**src/rtl/sync_cnt_pkg.sv**
```systemverilog
// Shared definitions for the synchronous counter family (up-counter and down-timer).
package sync_cnt_pkg;

    // Default counter / load-value width.
    localparam int unsigned DEFAULT_WIDTH = 4;

    // Count value at which the down-timer reaches terminal count.
    localparam int unsigned ZERO_COUNT = 0;

    // Down-timer control states.
    typedef enum logic [1:0] {
        ST_IDLE = 2'd0,
        ST_RUN  = 2'd1,
        ST_HOLD = 2'd2,
        ST_DONE = 2'd3
    } state_e;

endpackage : sync_cnt_pkg

```
**src/rtl/sync_down_timer_if.sv**
```systemverilog
// Control/status bundle of the down-timer: commands from the controller, registered status back.
interface sync_down_timer_if
    import sync_cnt_pkg::*;
#(
    parameter int unsigned WIDTH = DEFAULT_WIDTH
) ();

    logic             load;
    logic [WIDTH-1:0] load_val;
    logic             start;
    logic             pause;
    logic             periodic;
    logic [WIDTH-1:0] count;
    logic             tc;
    logic             busy;
    logic             done;

    // Controller side: issues commands, observes status.
    modport master (
        output load, load_val, start, pause, periodic,
        input  count, tc, busy, done
    );

    // Timer side: receives commands, drives status.
    modport slave (
        input  load, load_val, start, pause, periodic,
        output count, tc, busy, done
    );

endinterface : sync_down_timer_if

```
**src/rtl/sync_down_timer.sv**
```systemverilog
// Loadable synchronous down-counter/timer with one-shot, periodic (auto-reload) and pause.
// Every status output comes straight from a flop; the next-state logic computes the
// flop inputs from the *next* state so busy/done line up with the state they describe.
module sync_down_timer
    import sync_cnt_pkg::*;
#(
    parameter int unsigned WIDTH = DEFAULT_WIDTH
) (
    input  logic              clk,
    input  logic              rst,
    sync_down_timer_if.slave  tmr_if
);

    localparam logic [WIDTH-1:0] CNT_ZERO = WIDTH'(ZERO_COUNT);
    localparam logic [WIDTH-1:0] CNT_ONE  = WIDTH'(1);

    state_e           state_q,  state_d;
    logic [WIDTH-1:0] count_q,  count_d;
    logic [WIDTH-1:0] reload_q, reload_d;
    logic             tc_q,     tc_d;
    logic             busy_q,   busy_d;
    logic             done_q,   done_d;

    // State and output registers; synchronous reset overrides every command.
    // NOTE: sequential state uses non-blocking (<=) so all flops update from the same pre-edge values.
    always_ff @(posedge clk) begin
        if (rst) begin
            state_q  <= ST_IDLE;
            count_q  <= CNT_ZERO;
            reload_q <= CNT_ZERO;
            tc_q     <= 1'b0;
            busy_q   <= 1'b0;
            done_q   <= 1'b0;
        end else begin
            state_q  <= state_d;
            count_q  <= count_d;
            reload_q <= reload_d;
            tc_q     <= tc_d;
            busy_q   <= busy_d;
            done_q   <= done_d;
        end
    end

    // Next state, next count and terminal-count decision; priority load > start > pause > count.
    // NOTE: every signal gets a default before the branches so no path leaves it unassigned (no latch).
    always_comb begin
        state_d  = state_q;
        count_d  = count_q;
        reload_d = reload_q;
        tc_d     = 1'b0;

        if (tmr_if.load) begin
            // Load wins in any state and abandons any decrement in flight; tc stays low.
            count_d  = tmr_if.load_val;
            reload_d = tmr_if.load_val;
            state_d  = tmr_if.start ? ST_RUN : ST_IDLE;
        end else begin
            unique case (state_q)
                ST_IDLE: begin
                    if (tmr_if.start) begin
                        // Count is kept; entering RUN at zero is itself a terminal count.
                        state_d = ST_RUN;
                        tc_d    = (count_q == CNT_ZERO);
                    end
                end
                ST_DONE: begin
                    if (tmr_if.start) begin
                        // Re-arm from the last loaded value.
                        state_d = ST_RUN;
                        count_d = reload_q;
                        tc_d    = (reload_q == CNT_ZERO);
                    end
                end
                ST_RUN: begin
                    if (tmr_if.pause) begin
                        state_d = ST_HOLD;
                    end else if (count_q != CNT_ZERO) begin
                        count_d = count_q - CNT_ONE;
                        tc_d    = (count_q == CNT_ONE);
                    end else if (tmr_if.periodic) begin
                        // Auto-reload; a zero reload keeps the count at 0 and pulses tc every cycle.
                        count_d = reload_q;
                        tc_d    = (reload_q == CNT_ZERO);
                    end else begin
                        // One-shot expiry: count stays at 0, never wraps.
                        state_d = ST_DONE;
                    end
                end
                ST_HOLD: begin
                    // Count frozen; decrementing resumes the cycle after returning to RUN.
                    if (!tmr_if.pause) begin
                        state_d = ST_RUN;
                    end
                end
                default: begin
                    state_d = ST_IDLE;
                end
            endcase
        end

        busy_d = (state_d == ST_RUN) || (state_d == ST_HOLD);
        done_d = (state_d == ST_DONE);
    end

    assign tmr_if.count = count_q;
    assign tmr_if.tc    = tc_q;
    assign tmr_if.busy  = busy_q;
    assign tmr_if.done  = done_q;

endmodule : sync_down_timer

```
**src/flat_wrapper.sv**
```systemverilog
// flat-port wrapper written by rule: the top's interface ports become plain ports
module sync_down_timer_flat import sync_cnt_pkg::*;
#(
    parameter int unsigned WIDTH = DEFAULT_WIDTH
)
  (clk, rst, tmr_if_load, tmr_if_load_val, tmr_if_start, tmr_if_pause, tmr_if_periodic, tmr_if_count, tmr_if_tc, tmr_if_busy, tmr_if_done);
  sync_down_timer_if #(.WIDTH(WIDTH)) tmr_if_i ();
  input  logic clk;
  input  logic rst;
  input wire logic [$bits(tmr_if_i.load)-1:0] tmr_if_load;
  input wire logic [$bits(tmr_if_i.load_val)-1:0] tmr_if_load_val;
  input wire logic [$bits(tmr_if_i.start)-1:0] tmr_if_start;
  input wire logic [$bits(tmr_if_i.pause)-1:0] tmr_if_pause;
  input wire logic [$bits(tmr_if_i.periodic)-1:0] tmr_if_periodic;
  output wire logic [$bits(tmr_if_i.count)-1:0] tmr_if_count;
  output wire logic [$bits(tmr_if_i.tc)-1:0] tmr_if_tc;
  output wire logic [$bits(tmr_if_i.busy)-1:0] tmr_if_busy;
  output wire logic [$bits(tmr_if_i.done)-1:0] tmr_if_done;
  assign tmr_if_i.load = tmr_if_load;
  assign tmr_if_i.load_val = tmr_if_load_val;
  assign tmr_if_i.start = tmr_if_start;
  assign tmr_if_i.pause = tmr_if_pause;
  assign tmr_if_i.periodic = tmr_if_periodic;
  assign tmr_if_count = tmr_if_i.count;
  assign tmr_if_tc = tmr_if_i.tc;
  assign tmr_if_busy = tmr_if_i.busy;
  assign tmr_if_done = tmr_if_i.done;
  sync_down_timer #(.WIDTH(WIDTH)) u_core (.clk(clk), .rst(rst), .tmr_if(tmr_if_i));
endmodule
```
**config.mk**
```make
export PLATFORM = sky130hd
export DESIGN_NAME = sync_down_timer_flat
export DESIGN_NICKNAME = d
export VERILOG_FILES = /design/src/rtl/sync_cnt_pkg.sv /design/src/rtl/sync_down_timer_if.sv /design/src/rtl/sync_down_timer.sv /design/src/flat_wrapper.sv
export SDC_FILE = /design/constraint.sdc
export NUM_CORES = 1
export LEC_CHECK = 0
export CAP_MARGIN = 20
export CORE_UTILIZATION = 35
export CTS_CLUSTER_SIZE = 28
export DETAILED_ROUTE_END_ITERATION = 7
export SLEW_MARGIN = 20
export SYNTH_ARGS = -nofsm -noshare
export SYNTH_HDL_FRONTEND = slang
export SYNTH_SLANG_ARGS = --single-unit
```
**constraint.sdc**
```tcl
create_clock -name clk -period 2.6 [get_ports clk]
set_input_delay 0.52 -clock clk [delete_from_list [all_inputs] [get_ports clk]]
set_output_delay 0.52 -clock clk [all_outputs]
set_load 0.01 [all_outputs]
```
Word-level counts from Yosys, hierarchy flattened
Cells that the tools add are included.
- logic and storage cells: 46
- register bits: 13
- input bits: 10
- output and inout bits: 7
- mux-type cells: 20
- eq/ne operators: 10
- add/sub/neg operators: 1
- reductions and logical operators: 9
- operator list (cell ; number):
    $mux 4 ; 5
    $mux 2 ; 6
    $eq 2x2->1 const B ; 4
    $logic_not 4->1 ; 2
    $pmux 4 s2 ; 1
    $mux 1 ; 6
    $ne 3x3->1 const B ; 2
    $pmux 2 s3 ; 1
    $eq 2x1->1 const B ; 2
    $eq 4x1->1 const B ; 1
    $ne 4x3->1 const B ; 1
    $reduce_and 4->1 ; 1
    $reduce_bool 4->1 ; 1
    $reduce_or 2->1 ; 2
    $sub 4x1->4 const B ; 1
    $pmux 1 s3 ; 1
    $reduce_bool 3->1 ; 1
    $logic_not 2->1 ; 1
    $logic_or 1x1->1 ; 1

Depth between registers and ports, before layout
- depth after elaboration: 7
- depth in mapped cells: 8
- depth with buffers taken out: 8

Worst setup path after synthesis
Ideal clock, no wire load.
- path kind: reg2reg
- start: register u_core.count_q[0] (netlist: u_core.tmr_if.count[0])
- end: register u_core.busy_q (netlist: u_core.tmr_if.busy)
- cell stages (with the launch flop): 9
- library setup time: 0.114 ns
- required time: 2.486 ns
- arrival: 1.708 ns
- buffers on the path: 0
- setup slack: 0.779 ns
- path through: dfxtp_1 > inv_1 > ha_1 > nor4b_4 > o22a_2 > o2bb2ai_1 > nor2_1 > ha_1 > nor2b_1
- cells in the longest elaborated chain, start to end: 7
- elaborated cells on any way between the ends: 8
- RTL lines (item ; RTL line ; source):
    start, declared ; sync_down_timer.sv:18 ; logic [WIDTH-1:0] count_q, count_d;
    start signal, assigned ; sync_down_timer.sv:36 ; count_q <= count_d;
    $reduce_bool 4->1 * ; sync_down_timer.sv:77 ; end else if (count_q != CNT_ZERO) begin
    $mux 2 * ; sync_down_timer.sv:77 ;
    $mux 2 * ; sync_down_timer.sv:75 ; if (tmr_if.pause) begin
    $pmux 2 s3 * ; sync_down_timer.sv:58 ; unique case (state_q)
    $mux 2 * ; sync_down_timer.sv:52 ; if (tmr_if.load) begin
    net u_core.state_d[1] ; sync_down_timer.sv:17 ; state_e state_q, state_d;
    $eq 2x1->1 or $eq 2x2->1 (tied branches) ; sync_down_timer.sv:101 ; busy_d = (state_d == ST_RUN) || (state_d == ST_HOLD);
    $logic_or 1x1->1 * ; sync_down_timer.sv:101 ;
    net u_core.busy_d ; sync_down_timer.sv:21 ; logic busy_q, busy_d;
    end signal, assigned ; sync_down_timer.sv:39 ; busy_q <= busy_d;
    end, declared ; sync_down_timer.sv:21 ;
The timed path passes the listed nets; every way through them passes the cells marked *.
A chain may end at the register's enable or synchronous reset.

Worst setup path in the final report
- start: register u_core.state_q[0]
- end: register u_core.busy_q (netlist: u_core.tmr_if.busy)
- elaborated cells on any way between the ends: 15
- RTL lines (item ; RTL line ; source):
    start, declared ; sync_down_timer.sv:17 ;
    start signal, assigned ; sync_down_timer.sv:35 ; state_q <= state_d;
    $eq 2x2->1 or $logic_not 2->1 (tied branches) ; sync_down_timer.sv:58 ;
    $reduce_or 2->1 (no source line) ; n/a ;
    $pmux 2 s3 * ; sync_down_timer.sv:58 ;
    $mux 2 * ; sync_down_timer.sv:52 ;
    net u_core.state_d[1] ; sync_down_timer.sv:17 ;
    $eq 2x1->1 or $eq 2x2->1 (tied branches) ; sync_down_timer.sv:101 ;
    $logic_or 1x1->1 * ; sync_down_timer.sv:101 ;
    net u_core.busy_d ; sync_down_timer.sv:21 ;
Marks and branches as above.

==> results.txt <==
The site row count came out at 17. The post-synth net total came out at 113. The most used flip-flop cell after synthesis is sky130_fd_sc_hd__dfxtp_1. The die extent in y is 51.7 µm.

The overall fraction of global-route tracks in use is 16.7%. The final layout net count came out at 131. The portion of the post-synthesis area used by sequential elements came out at 30.1%. The upper clock frequency limit is 0.485 GHz.

Global routing finished with a remaining overflow of 0. The share of synthesized area in the top cell type comes to 30.1%. The clock-pin slew on the worst setup and hold paths came out at 0.08 ns. The DRC violation count after routing is 0.

The chip width is 51.7 µm. Setup violations remaining at the end of the flow were counted as 0. Summed over all cells, the static leakage comes to 0.407 nW. Max-cap violations in this run came to 0. The final standard cell area without fillers is 0.00107 mm².

Ranked by total cell area, the synthesized netlist is headed by sky130_fd_sc_hd__dfxtp_1 30%, sky130_fd_sc_hd__ha_1 10%, sky130_fd_sc_hd__nor2_1 3.9%. The smallest hold slack came out at 0.492 ns. The number of buffers inserted by port buffering is 16.

In this run the critical register-to-register path is captured at u_core.tmr_if.busy$_SDFF_PP0_. Setup slack on the worst reg-to-reg path comes out at 0.54 ns. The floorplan core area came out at 0.00228 mm². The setup TNS came out at 0 ns. The hold buffer count at cts came out at 0. Following the worst setup path forward leads to its endpoint at u_core.tmr_if.busy$_SDFF_PP0_. The actual slew at the worst max-slew pin came out at 0.516 ns. The worst reg-to-reg path cell count is 8. After clock tree synthesis, the repair step resized 0 gates. The source of the worst register-to-register timing path is u_core.state_q[0]$_SDFF_PP0_. The number of diodes added for antenna fixing is 0. The fraction of synthesis flops using an asynchronous set or reset pin came out at 0%. The via count of the first global-routing pass came out at 742. The per-instance average area after synthesis is 9.01 µm². The wire length of the first global-routing pass is 3230 µm.

The total power divided by cell area came out at 466 mW/mm². The multi-input combinational cell area is 554 µm². The longest clock path from root to sink contains 2 buffers.

In this run the worst path has a maximum fanout of 7. The final critical delay including setup and external delays is 2.06 ns. In this run the cell area measured after placement is 0.00104 mm².

The hold violation total from the final report came out at 0. Summing all flip-flop and latch instances after layout gives 260 µm². The total number of H-tree levels is 1. For the worst-skew pair, the clock arrives at the later sink with an insertion delay of 0.28 ns.

The first detailed-routing pass ran for 4 iterations. The share of total power dissipated in sequential elements is 45.9%. VDD sags by at most 0.000259 V. The clock tree from TritonCTS is built.

The commonest cells after synthesis are 13 x sky130_fd_sc_hd__dfxtp_1, 9 x sky130_fd_sc_hd__nor2_1, 7 x sky130_fd_sc_hd__ha_1, 7 x sky130_fd_sc_hd__inv_1. Summed over all layers, the routed wires come to 1850 µm. The summed instance area of the synthesized netlist is 865 µm². STA classifies the critical path endpoint as a register. The filler cells instantiated in the layout total 235.

The cell type contributing the most total cell area after synthesis is sky130_fd_sc_hd__dfxtp_1. Compared with the post-synthesis result, the final layout area differs by 23.9%. In this run the remaining antenna-violating nets after routing total 0.

The number of primary I/O pins came out at 17. The endpoint arrival time on the critical path is 2.23 ns. The tree built by TritonCTS fans out to 13 sinks. The first-iteration detailed-routing DRC count is 15. Counting flops with a built-in enable in the synthesized netlist gives 0. The initial antenna violation count is 0. Routability-driven placement finished with a final weighted congestion of 0.751.

The post-DP HPWL is 1370 µm. The final number of max-transition violations is 0. The share of total power dissipated in combinational logic is 27.7%. The share of the cycle needed by the critical path after routing came out at 79.4%.

Data on the critical path is required at its endpoint by 2.76 ns. The number of buffers created by CTS is 3. The internal power component came out at 344 µW. The switching power is 155 µW.

The floorplan step defined a die boundary enclosing 0.00267 mm². OpenSTA, run right after detailed placement, puts the worst setup slack at 0.385 ns. The end-of-flow core utilization is 47.1%.

The flow ran to the end, and the final reports show no timing, DRC or antenna violations. For this run, the number of Yosys warnings is 0. Clock tree synthesis selected as its root buffer the cell sky130_fd_sc_hd__clkbuf_4.

The share of final-layout standard cells stronger than drive strength 1 is 13.3%. Setup slack on the critical path of the routed design comes to 0.536 ns. The flop and latch count out of synthesis came out at 13. The wire length per cell after detailed routing is 13.1 µm. In the post-synthesis netlist, the cell with the most instances is sky130_fd_sc_hd__dfxtp_1. The count of different cell masters after synthesis is 39. The relative slew slack came out at 65.5%. The critical path is of the reg2reg type.

STA classifies the critical path startpoint as a register. Entering global routing, the biggest net connects 15 pins. Post-CTS timing repair inserted 0 buffers for setup. The vias per cell came out at 5.36. Setup repair after global routing left no endpoint under its margin. The timing startpoint of the critical path is u_core.state_q[0]$_SDFF_PP0_. The cell count after synthesis came out at 96.

The tightest min-delay check is of the reg2reg type. The part of the power in the clock network came out at 26.4%. For this configuration, the core starts out at a cell density of 38.0%. The worst clock skew on the final layout is 0.000634 ns. The via total after detailed routing came out at 756. Net switching is 31.0% of the power.
[cells in the final DEF (no fill, tap or decap), types with 2 or more instances in the layout]
master,count
sky130_fd_sc_hd__clkdlybuf4s50_1,16
sky130_fd_sc_hd__o211ai_1,2
sky130_fd_sc_hd__nor4b_1,2
sky130_fd_sc_hd__a311oi_1,2
sky130_fd_sc_hd__inv_1,7
sky130_fd_sc_hd__mux2_2,2
sky130_fd_sc_hd__dfxtp_1,13
sky130_fd_sc_hd__nor4_1,2
sky130_fd_sc_hd__mux2i_1,2
sky130_fd_sc_hd__a211oi_1,2
sky130_fd_sc_hd__clkbuf_4,3
sky130_fd_sc_hd__nand2_1,6
sky130_fd_sc_hd__nor2_1,9
sky130_fd_sc_hd__ha_1,7
sky130_fd_sc_hd__a21oi_1,6
sky130_fd_sc_hd__o21ai_0,4
sky130_fd_sc_hd__nor2b_1,5
[layout make-up]
| class | instances | area share [%] |
|---|---|---|
| sequential | 13 | 24.3 |
| inverter | 7 | 2.45 |
| timing repair buffer | 17 | 15.7 |
| tap | 28 | 3.27 |
| clock buffer | 3 | 2.10 |
| multi-input combinational | 72 | 51.8 |
| clock inverter | 1 | 0.467 |
[layer usage]
layer	part of all wire, %	GRT usage [%]
met5	0	0
met4	1.4	6.76
met3	3.7	5.26
met2	44	26.0
met1	51	21.2
[stage by stage]
| stage | power, mW | instances |
|---|---|---|
| after global routing | 0.528 | 141 |
| after CTS | 0.506 | 141 |
| after floorplan | 0.322 | 96 |
| after global placement | 0.369 | 137 |
| final | 0.499 | 141 |
| after detailed placement | 0.371 | 137 |
[worst min path at each step]
| stage | startpoint | slack, ns | cells after the start | endpoint |
|---|---|---|---|---|
| after detailed placement | u_core.reload_q[1]$_SDFFE_PP0P_ | 0.49 | 2 | u_core.reload_q[1]$_SDFFE_PP0P_ |
| after floorplan | u_core.reload_q[1]$_SDFFE_PP0P_ | 0.45 | 2 | u_core.reload_q[1]$_SDFFE_PP0P_ |
| after global routing | u_core.reload_q[3]$_SDFFE_PP0P_ | 0.53 | 2 | u_core.reload_q[3]$_SDFFE_PP0P_ |
| after CTS | u_core.reload_q[3]$_SDFFE_PP0P_ | 0.50 | 2 | u_core.reload_q[3]$_SDFFE_PP0P_ |
| after global placement | u_core.reload_q[1]$_SDFFE_PP0P_ | 0.48 | 2 | u_core.reload_q[1]$_SDFFE_PP0P_ |
| final | u_core.reload_q[1]$_SDFFE_PP0P_ | 0.49 | 2 | u_core.reload_q[1]$_SDFFE_PP0P_ |
[flip-flops by register name, summed over array words and instances, names as in the netlist]
name and count:
u_core.reload_q 4, u_core.state_q 2, u_core.tmr_if.busy 1, u_core.tmr_if.count 4, u_core.tmr_if.done 1, u_core.tmr_if.tc 1
[worst max-delay path, stage by stage, from the launching register on]
cell and delay, ns:
sky130_fd_sc_hd__dfxtp_1 0.41, sky130_fd_sc_hd__inv_1 0.10, sky130_fd_sc_hd__ha_1 0.38, sky130_fd_sc_hd__a21boi_0 0.27, sky130_fd_sc_hd__o21ai_0 0.15, sky130_fd_sc_hd__o2bb2ai_1 0.16, sky130_fd_sc_hd__nor2_1 0.11, sky130_fd_sc_hd__ha_1 0.24
sky130_fd_sc_hd__nor2b_1 0.12
[kinds of logic after synthesis]
| kind of cell | after synthesis | synth area share [%] |
|---|---|---|
| flops | 13 | 30.1 |
| fa+ha+maj | 7 | 10.1 |
| simple gates | 33 | 23.9 |
| buf+inv | 11 | 5.79 |
| compound gates | 27 | 24.2 |
| xor+xnor | 1 | 1.01 |
| mux | 4 | 4.92 |
[power by group through the flow]
| stage | clock network, mW | registers, mW | logic [mW] |
|---|---|---|---|
| CTS | 0.139 | 0.229 | 0.138 |
| global placement | 0 | 0.233 | 0.136 |
| global route | 0.146 | 0.231 | 0.151 |
| floorplan | 0 | 0.231 | 0.0907 |
| detailed placement | 0 | 0.234 | 0.137 |
| finish | 0.132 | 0.229 | 0.138 |
No activity file was read; power rests on OpenSTA's default activity.
